--- src/rtl/vc_pkg.sv ---
// Shared definitions for the QSPI line-transfer arbiter: state encoding,
// requester indices and the line-tag width derivation.
package vc_pkg;

  localparam logic [1:0] ARB_IDLE = 2'd0;
  localparam logic [1:0] ARB_BUSY = 2'd1;
  localparam logic [1:0] ARB_GAP  = 2'd2;

  localparam int REQ_I = 0;
  localparam int REQ_D = 1;
  localparam int REQ_X = 2;
  localparam int NREQ  = 3;

  // Line tag width: physical address minus the byte-in-line bits.
  function automatic int tag_width(input int pa, input int line_length);
    return pa - $clog2(line_length);
  endfunction

endpackage

--- src/rtl/qspi_arb_pick.sv ---
// Combinational winner select for the QSPI arbiter. Returns a one-hot vector
// indexed by REQ_I / REQ_D / REQ_X. The aux port jumps the queue once the
// caller reports that the starvation limit has been reached.
module qspi_arb_pick
  import vc_pkg::*;
(
  input  logic            i_req,
  input  logic            d_req,
  input  logic            d_write,
  input  logic            x_req,
  input  logic            starve_hit,
  output logic [NREQ-1:0] win
);

  // Priority: starved aux, dcache push, dcache fill, icache, aux.
  always_comb begin
    win = '0;
    if (x_req && starve_hit) begin
      win[REQ_X] = 1'b1;
    end else if (d_req && d_write) begin
      win[REQ_D] = 1'b1;
    end else if (d_req) begin
      win[REQ_D] = 1'b1;
    end else if (i_req) begin
      win[REQ_I] = 1'b1;
    end else if (x_req) begin
      win[REQ_X] = 1'b1;
    end
  end

endmodule

--- src/rtl/qspi_arb.sv ---
// QSPI line-transfer arbiter. Registers the grant and the transfer fields of
// the winning requester, holds them until qspi reports completion, then
// enforces a chip-select idle gap before the next arbitration.
//
// state    | meaning
// ARB_IDLE | no owner, arbitrate on every edge
// ARB_BUSY | owner holds the engine until q_done
// ARB_GAP  | forced CS idle; last gap edge doubles as an arbitration edge
module qspi_arb
  import vc_pkg::*;
#(
  parameter  int PA          = 24,
  parameter  int LINE_LENGTH = 4,
  parameter  int GAP         = 1,
  parameter  int STARVE_MAX  = 4,
  localparam int TW          = vc_pkg::tag_width(PA, LINE_LENGTH)
) (
  input  logic          clk,
  input  logic          reset,
  input  logic          i_req,
  input  logic [TW-1:0] i_tag,
  input  logic [1:0]    i_mem,
  output logic          i_gnt,
  output logic          i_done,
  input  logic          d_req,
  input  logic          d_write,
  input  logic [TW-1:0] d_tag,
  input  logic [1:0]    d_mem,
  output logic          d_gnt,
  output logic          d_done,
  input  logic          x_req,
  input  logic          x_write,
  input  logic [TW-1:0] x_tag,
  input  logic [1:0]    x_mem,
  output logic          x_gnt,
  output logic          x_done,
  output logic          q_req,
  output logic          q_i_d,
  output logic          q_write,
  output logic [TW-1:0] q_paddr,
  output logic [1:0]    q_mem,
  input  logic          q_done,
  output logic          busy
);

  localparam logic [2:0] GAP_LOAD   = 3'(GAP - 1);
  localparam logic [3:0] STARVE_LIM = 4'(STARVE_MAX);

  logic [1:0]      state_q, state_d;
  logic [2:0]      gap_cnt_q, gap_cnt_d;
  logic [3:0]      starve_q, starve_d;
  logic [NREQ-1:0] gnt_q, gnt_d;
  logic            q_req_q, q_req_d;
  logic            q_i_d_q, q_i_d_d;
  logic            q_write_q, q_write_d;
  logic [TW-1:0]   q_paddr_q, q_paddr_d;
  logic [1:0]      q_mem_q, q_mem_d;

  logic [NREQ-1:0] win;
  logic            starve_hit;
  logic            any_req;
  logic            arb_slot;

  assign starve_hit = (starve_q == STARVE_LIM);
  assign any_req    = i_req | d_req | x_req;
  assign arb_slot   = (state_q == ARB_IDLE) ||
                      ((state_q == ARB_GAP) && (gap_cnt_q == 3'd0));

  qspi_arb_pick u_pick (
    .i_req      (i_req),
    .d_req      (d_req),
    .d_write    (d_write),
    .x_req      (x_req),
    .starve_hit (starve_hit),
    .win        (win)
  );

  // Next-state: grant on an arbitration slot, release on q_done, count the gap.
  always_comb begin
    state_d   = state_q;
    gap_cnt_d = gap_cnt_q;
    starve_d  = starve_q;
    gnt_d     = gnt_q;
    q_req_d   = q_req_q;
    q_i_d_d   = q_i_d_q;
    q_write_d = q_write_q;
    q_paddr_d = q_paddr_q;
    q_mem_d   = q_mem_q;
    case (state_q)
      ARB_BUSY: begin
        if (q_done) begin
          gnt_d     = '0;
          q_req_d   = 1'b0;
          q_i_d_d   = 1'b0;
          q_write_d = 1'b0;
          gap_cnt_d = GAP_LOAD;
          state_d   = ARB_GAP;
        end
      end
      ARB_IDLE, ARB_GAP: begin
        if (!arb_slot) begin
          gap_cnt_d = gap_cnt_q - 3'd1;
        end else if (any_req) begin
          state_d = ARB_BUSY;
          gnt_d   = win;
          q_req_d = 1'b1;
          if (win[REQ_D]) begin
            q_i_d_d   = 1'b0;
            q_write_d = d_write;
            q_paddr_d = d_tag;
            q_mem_d   = d_mem;
          end else if (win[REQ_I]) begin
            q_i_d_d   = 1'b1;
            q_write_d = 1'b0;
            q_paddr_d = i_tag;
            q_mem_d   = i_mem;
          end else begin
            q_i_d_d   = 1'b0;
            q_write_d = x_write;
            q_paddr_d = x_tag;
            q_mem_d   = x_mem;
          end
          // A cache win while aux is waiting counts against aux; anything else clears.
          starve_d = (x_req && !win[REQ_X]) ? starve_q + 4'd1 : 4'd0;
        end else begin
          state_d = ARB_IDLE;
        end
      end
      default: state_d = ARB_IDLE;
    endcase
  end

  // State and output registers with synchronous reset.
  always_ff @(posedge clk) begin
    if (reset) begin
      state_q   <= ARB_IDLE;
      gap_cnt_q <= 3'd0;
      starve_q  <= 4'd0;
      gnt_q     <= '0;
      q_req_q   <= 1'b0;
      q_i_d_q   <= 1'b0;
      q_write_q <= 1'b0;
      q_paddr_q <= '0;
      q_mem_q   <= 2'd0;
    end else begin
      state_q   <= state_d;
      gap_cnt_q <= gap_cnt_d;
      starve_q  <= starve_d;
      gnt_q     <= gnt_d;
      q_req_q   <= q_req_d;
      q_i_d_q   <= q_i_d_d;
      q_write_q <= q_write_d;
      q_paddr_q <= q_paddr_d;
      q_mem_q   <= q_mem_d;
    end
  end

  assign i_gnt   = gnt_q[REQ_I];
  assign d_gnt   = gnt_q[REQ_D];
  assign x_gnt   = gnt_q[REQ_X];
  // Grants exist only in BUSY, so q_done elsewhere never reaches a done.
  assign i_done  = gnt_q[REQ_I] & q_done;
  assign d_done  = gnt_q[REQ_D] & q_done;
  assign x_done  = gnt_q[REQ_X] & q_done;
  assign q_req   = q_req_q;
  assign q_i_d   = q_i_d_q;
  assign q_write = q_write_q;
  assign q_paddr = q_paddr_q;
  assign q_mem   = q_mem_q;
  assign busy    = (state_q != ARB_IDLE);

endmodule
--- config.mk ---
export PLATFORM = sky130hd
export DESIGN_NAME = qspi_arb
export DESIGN_NICKNAME = d
export VERILOG_FILES = /design/src/rtl/vc_pkg.sv /design/src/rtl/qspi_arb_pick.sv /design/src/rtl/qspi_arb.sv
export SDC_FILE = /design/constraint.sdc
export NUM_CORES = 1
export LEC_CHECK = 0
export CAP_MARGIN = 20
export CORE_ASPECT_RATIO = 1.4
export CORE_MARGIN = 1
export CORE_UTILIZATION = 41
export CTS_BUF_LIST = sky130_fd_sc_hd__clkbuf_16
export CTS_CLUSTER_DIAMETER = 200
export DETAILED_ROUTE_END_ITERATION = 12
export GPL_ROUTABILITY_DRIVEN = 0
export PLACE_DENSITY = 0.82
export SKIP_CTS_REPAIR_TIMING = 1
export SYNTH_ARGS = -nofsm -noshare
export SYNTH_HDL_FRONTEND = slang
export SYNTH_HIERARCHICAL = 1
export SYNTH_SLANG_ARGS = --single-unit
--- constraint.sdc ---
create_clock -name clk -period 2.75 [get_ports clk]
set_input_delay 0.825 -clock clk [delete_from_list [all_inputs] [get_ports clk]]
set_output_delay 0.825 -clock clk [all_outputs]
set_load 0.03 [all_outputs]
==> qor.txt, run 1 <==
Status = completed
DIE HEIGHT = 90.42 µm
Final Max Slew Viols = 0
Worst Path Max Fanout = 5
Pwr dens = 455.7 mW/mm²
Antenna violations before repair = 0
Final Hold Violating Endpoints = 0
Synth Register Bits = 39
Row Count = 31
Worst Tran Pin Value = 0.4624 ns
Drt total wl = 6545 µm
Reg clk slew, reported paths = 0.06 ns
Final Skew = 0.003301 ns
Detail-routed via count per cell = 5.637
CTS Root Cell = clkbuf_16
Die W = 65.16 µm
VDD IR max = 294.6 µV
Worst Path Required = 1.93 ns
Count of cell types in the netlist = 41
Ant diodes = 0
Fin nets = 430
M2 GR Usage = 0.4184
Worst setup path class = in2out
Clock latency on the worst-skew pair = 0.28 ns
Leak pwr = 1.364 nW
Core area = 0.005275 mm²
Post-route ant nets = 0
Vias in the first global route = 2376
Final worst-path cycle share = 0.9071
Tot Pwr = 0.001664 W
Maximum root-to-sink buffer count = 2
Clock Sinks = 39
Met1 Use GR = 0.2496
Setup TNS = 0 ns
Worst hold-check path type = reg2reg
Die area = 0.005892 mm²
Port bufs = 113
CP endpoint kind = output port
DR iter-0 viols = 97
Final Critical Period = 2.495 ns
I/O pins = 114
RSZ-0062 raised after global routing = no
CTS tree = yes
CP Data Arrival Time = 1.67 ns
Crit start category = input port
Syn Nets = 321
GR Util met3 = 0.07576
DRT Pass-1 Iters = 4
First-pass GRT wire length = 10920 µm
Fillcell total = 432
Fmax = 400.9 MHz
CTS Buf Count = 5
Wirelength per Cell = 15.85 µm
Share of layout cells above drive strength 1 = 0.1585
DRC violations left = 0
Post-synthesis sequential area ratio = 0.3410
Vias = 2328
Final Setup Violations = 0
R2R Setup Slk = 0.61 ns
Area grow syn2layout = 59.51%
Global-route usage over all layers = 0.2357
Grt peak-use layer = met2
Post-Synthesis Cells = 237
Htree depth = 2
Gr ovfl total = 0
Synth warnings = 6
Hold Slack = 0.4533 ns
Post-DP HPWL = 4774 µm
Synth Cell Area = 0.002290 mm²
Pin count of the biggest net entering global routing = 31
Max-slew headroom = 0.6838
Max-cap violations = 0
Synthesized area per cell = 9.661 µm²
Initial core utilization = 0.4341
critical path, stage by stage:
cell and delay (ns):
clkdlybuf4s50_1 0.54, and2_1 0.15, buf_4 0.15
cell families after synthesis:
logic type      synth area share
buf+inv                  0.06448
fa+ha+maj                0.02186
mux                       0.2361
simple gates              0.1180
flops                     0.3410
compound gates            0.2186
layout by cell type, fill, tap and decap left out, drive strengths merged, types with 2 or more instances in the layout:
cell type	synthesis	routed
mux2	24	24
inv	7	8
o311ai	26	26
mux2i	27	27
clkinv	0	2
a31oi	2	2
and2	3	3
o31ai	3	3
or3b	4	4
nor2	5	5
or4	4	4
o41ai	2	2
buf	10	17
dfxtp	39	39
ha	4	4
a21oi	7	7
nand3b	6	6
o21ai	24	24
nor4b	2	2
clkdlybuf4s50	0	109
nand3	2	2
clkbuf	14	5
nand2	6	6
nor2b	4	4
worst paths after layout:
check	from	end	cells past startpoint
hold / removal	q_req	q_req	2
setup / recovery	q_done	i_done	3
setup reg to reg	starve_q[0]	starve_q[3]	8
hold reg to reg	q_req	q_req	2
synthesized netlist by cell type:
library cell   n  area share
dfxtp_1       39        0.34
mux2i_1       27        0.12
o311ai_0      26       0.099
mux2_2        24        0.12
o21ai_1       20       0.044
clkbuf_1      14       0.023
a21oi_1        7       0.015
inv_1          7       0.011
nand2_1        6      0.0098
nand3b_1       6       0.020
nor2_1         5      0.0082
buf_2          4      0.0087
ha_1           4       0.022
o21ai_0        4      0.0087
and2_1         3      0.0082
buf_6          3       0.015
nor2b_1        3      0.0082
o31ai_1        3      0.0098
or3b_2         3       0.011
or4_1          3      0.0098
a31oi_1        2      0.0055
buf_1          2      0.0033
nand3_1        2      0.0044
nor4b_1        2      0.0077
o41ai_1        2      0.0077
a2111oi_0      1      0.0038
a211oi_2       1      0.0055
a21boi_2       1      0.0049
a22oi_1        1      0.0033
buf_4          1      0.0033
nand2b_1       1      0.0027
nor2b_4        1      0.0060
nor3_2         1      0.0044
nor3b_1        1      0.0033
o21a_1         1      0.0033
o31a_1         1      0.0038
o32ai_1        1      0.0038
or2_2          1      0.0027
or3_1          1      0.0027
or3b_1         1      0.0038
or4_4          1      0.0049
stage by stage:
| step | worst slack (ns) | std cells | cell area (µm²) | util |
|---|---|---|---|---|
| 4_1_cts | 0.2458 | 413 | 3652 | 0.6924 |
| 3_5_place_dp | 0.1157 | 405 | 3516 | 0.6665 |
| 3_3_place_gp | 0.1708 | 405 | 3516 | 0.6665 |
| 5_1_grt | 0.2313 | 413 | 3652 | 0.6924 |
| 2_1_floorplan | 0.5142 | 237 | 2290 | - |
| 6_report | 0.2554 | 413 | 3652 | 0.6924 |
layer usage:
metal	vias to the layer above	share of wire	routed length, µm
li1	1135	-	-
met1	1080	0.36	2388
met2	94	0.53	3486
met3	19	0.070	457
met4	0	0.033	213
met5	-	0	0
report_power, final:
| group | switching [W] | leakage (nW) | internal, W |
|---|---|---|---|
| clock network | 0.000213 | 0.0701 | 0.000326 |
| logic | 0.000230 | 0.973 | 0.000262 |
| registers | 0.0000237 | 0.321 | 0.000610 |
final cells by class:
cell class	instances	area, µm²	share of cell area
inverter	7	26.28	0.007194
sequential	39	780.7	0.2138
timing repair buffer	126	1244	0.3405
multi-input combinational	167	1383	0.3786
tap	66	82.58	0.02261
clock buffer	5	125.1	0.03426
clock inverter	3	11.26	0.003083
sequential cells by signal (all words and copies together), names as in the netlist:
signal,cells
q_i_d,1
q_req,1
starve_q,4
state_q,2
q_paddr,22
q_mem,2
gap_cnt_q,3
q_write,1
gnt_q,3
No activity file was read; power rests on OpenSTA's default activity.
==> run 2: changes to the inputs <==
Settings changed: CORE_UTILIZATION 41 to 37, PLACE_DENSITY 0.82 to 0.78.
Clock period 2.75 ns to 2.19 ns, I/O delays scaled along.
==> run 2 against run 1 <==
  * Utilization shrank 5.0 points
  * Clock power is 28% higher
  * Sequential power increased by 26%
  * First-iteration DRC count is 24% higher
  * Die area is 11% higher
  * Register-to-register slack worse by 0.53 ns
  * Sequential cell count did not move
  * Setup slack lost 0.18 ns
  * Final cell count up 3.6%
  * Power grew 28%
  * Via count rose by 2.2%
  * Critical path type unchanged
==> qor.txt, run 2 (synthesized netlist as in run 1, its figures left out) <==
Status = completed
Fin nets = 441 (+2.6%)
Area grow syn2layout = 65.52%
CTS tree = yes
CTS Buf Count = 5 (unchanged)
CP endpoint kind = output port
Final Max Slew Viols = 0 (unchanged)
DIE HEIGHT = 95.08 µm (+5.2%)
Drt total wl = 7233 µm (+11%)
CP peak stage delay = 0.51 ns (-0.03 ns)
Gr ovfl total = 0 (unchanged)
Ant diodes = 0 (unchanged)
VDD IR max = 345.6 µV (+17%)
Row Count = 33 (+6.5%)
Post-DP HPWL = 5156 µm (+8.0%)
Final Critical Period = 2.111 ns
Buf/Inv on CP = 2 (unchanged)
Worst hold-check path type = reg2reg
Routed met1 length = 2809 µm (+18%)
Pin count of the biggest net entering global routing = 31 (unchanged)
Die W = 68.49 µm (+5.1%)
First-pass GRT wire length = 10770 µm (-1.4%)
Worst setup path class = in2out
Commonest non-fill, non-tap cells in the layout = 106 x clkdlybuf4s50_1, 38 x dfxtp_1, 27 x mux2i_1
Initial core utilization = 0.3878 (-0.04627)
Pwr dens = 563.6 mW/mm² (+24%)
Final instance area = 0.003790 mm² (+3.8%)
Final worst-path cycle share = 0.9637
DRC violations left = 0 (unchanged)
Largest delay share family, worst path = buffers and inverters
Max reg flops = 22 (unchanged)
R2R Setup Slk = 0.08 ns (-0.53 ns)
Final Hold Violating Endpoints = 0 (unchanged)
CP Data Arrival Time = 1.45 ns (-0.22 ns)
Post-route ant nets = 0 (unchanged)
Most common cell after layout, fill and taps aside = clkdlybuf4s50_1
Clock Sinks = 39 (unchanged)
Highest routed layer = met4
I/O pins = 114 (unchanged)
Global-route usage over all layers = 0.2222 (-0.01358)
Critical path, cell by cell = clkdlybuf4s50_1, and2_1, buf_4
Port bufs = 113 (unchanged)
Maximum root-to-sink buffer count = 2 (unchanged)
Met2 WL = 3829 µm (+9.8%)
Final Setup Violations = 0 (unchanged)
CTS Root Cell = clkbuf_16
Worst Tran Pin Value = 0.5359 ns (+0.07350 ns)
RSZ-0062 raised after global routing = no
Placed cell area = 0.003613 mm² (+2.8%)
Reg clk slew, reported paths = 0.06 ns (about the same)
Leak pwr = 1.466 nW (+7.5%)
DRT Pass-1 Iters = 4 (unchanged)
Max-slew headroom = 0.6335 (-0.05026)
Vias in the first global route = 2283 (-3.9%)
Crit start category = input port
Fmax = 473.8 MHz
Tot Pwr = 0.002136 W (+28%)
Critical-path top delay cell = clkdlybuf4s50_1
Final Skew = 0.004143 ns (+0.0008421 ns)
Vias = 2379 (+2.2%)
Worst Path Max Fanout = 4 (-1)
Die area = 0.006512 mm² (+11%)
Core area = 0.005904 mm² (+12%)
DR iter-0 viols = 120 (+24%)
Htree depth = 2 (unchanged)
Met3 routed WL = 364 µm (-20%)
Worst Path Required = 1.53 ns (-0.40 ns)
Max-cap violations = 0 (unchanged)
Wirelength per Cell = 16.90 µm (+6.6%)
Share of layout cells above drive strength 1 = 0.1927 (+0.03424)
Detail-routed via count per cell = 5.558 (-1.4%)
Clock latency on the worst-skew pair = 0.28 ns (about the same)
Antenna violations before repair = 0 (unchanged)
## run 2: path summary, 6_finish.rpt
check                   start           to  depth (start not counted)
setup / recovery       q_done       d_done                          3
hold / removal          q_req        q_req                          2
setup reg to reg  starve_q[1]  q_paddr[10]                          9
hold reg to reg         q_req        q_req                          2
## run 2: per-stage QoR
stage / setup slack (ns) / instances / hold WS [ns] / TNS (ns) / utilization
3_5_place_dp: -0.2972 / 418 / 0.4654 / -7.337 / 0.6120
3_3_place_gp: -0.2699 / 418 / 0.4421 / -6.672 / 0.6120
6_report: 0.07940 / 428 / 0.4707 / 0 / 0.6419
4_1_cts: -0.008153 / 426 / 0.4751 / -0.01664 / 0.6353
5_1_grt: 0.01685 / 428 / 0.4997 / 0 / 0.6419
2_1_floorplan: 0.07273 / 237 / 0.4436 / 0 / -
## run 2: area by class of cell
class / count / area, µm²
clock buffer: 5 / 125.1
timing repair buffer: 137 / 1371
sequential: 39 / 782.0
inverter: 7 / 26.28
fill: 494 / 2115
tap: 70 / 87.58
multi-input combinational: 167 / 1385
clock inverter: 3 / 12.51
## run 2: metal layers
layer,up-vias,track usage
li1,1153,-
met1,1119,0.2476
met2,89,0.4052
met3,18,0.04426
met4,0,0.07465
met5,-,0
## run 2: power by group
group	internal (W)	leakage [nW]	switching, W
Clock	0.000411	0.0762	0.000277
Sequential	0.000766	0.321	0.0000302
Combinational	0.000352	1.07	0.000299
## run 2: worst reg2reg max path: stages (launching register included)
cell and delay [ns]:
dfxtp_1 0.37, inv_1 0.07, ha_1 0.17, nand2_1 0.08
nor2_2 0.08, a211oi_4 0.40, buf_6 0.20, mux2_2 0.34
mux2i_1 0.17, o21ai_1 0.09
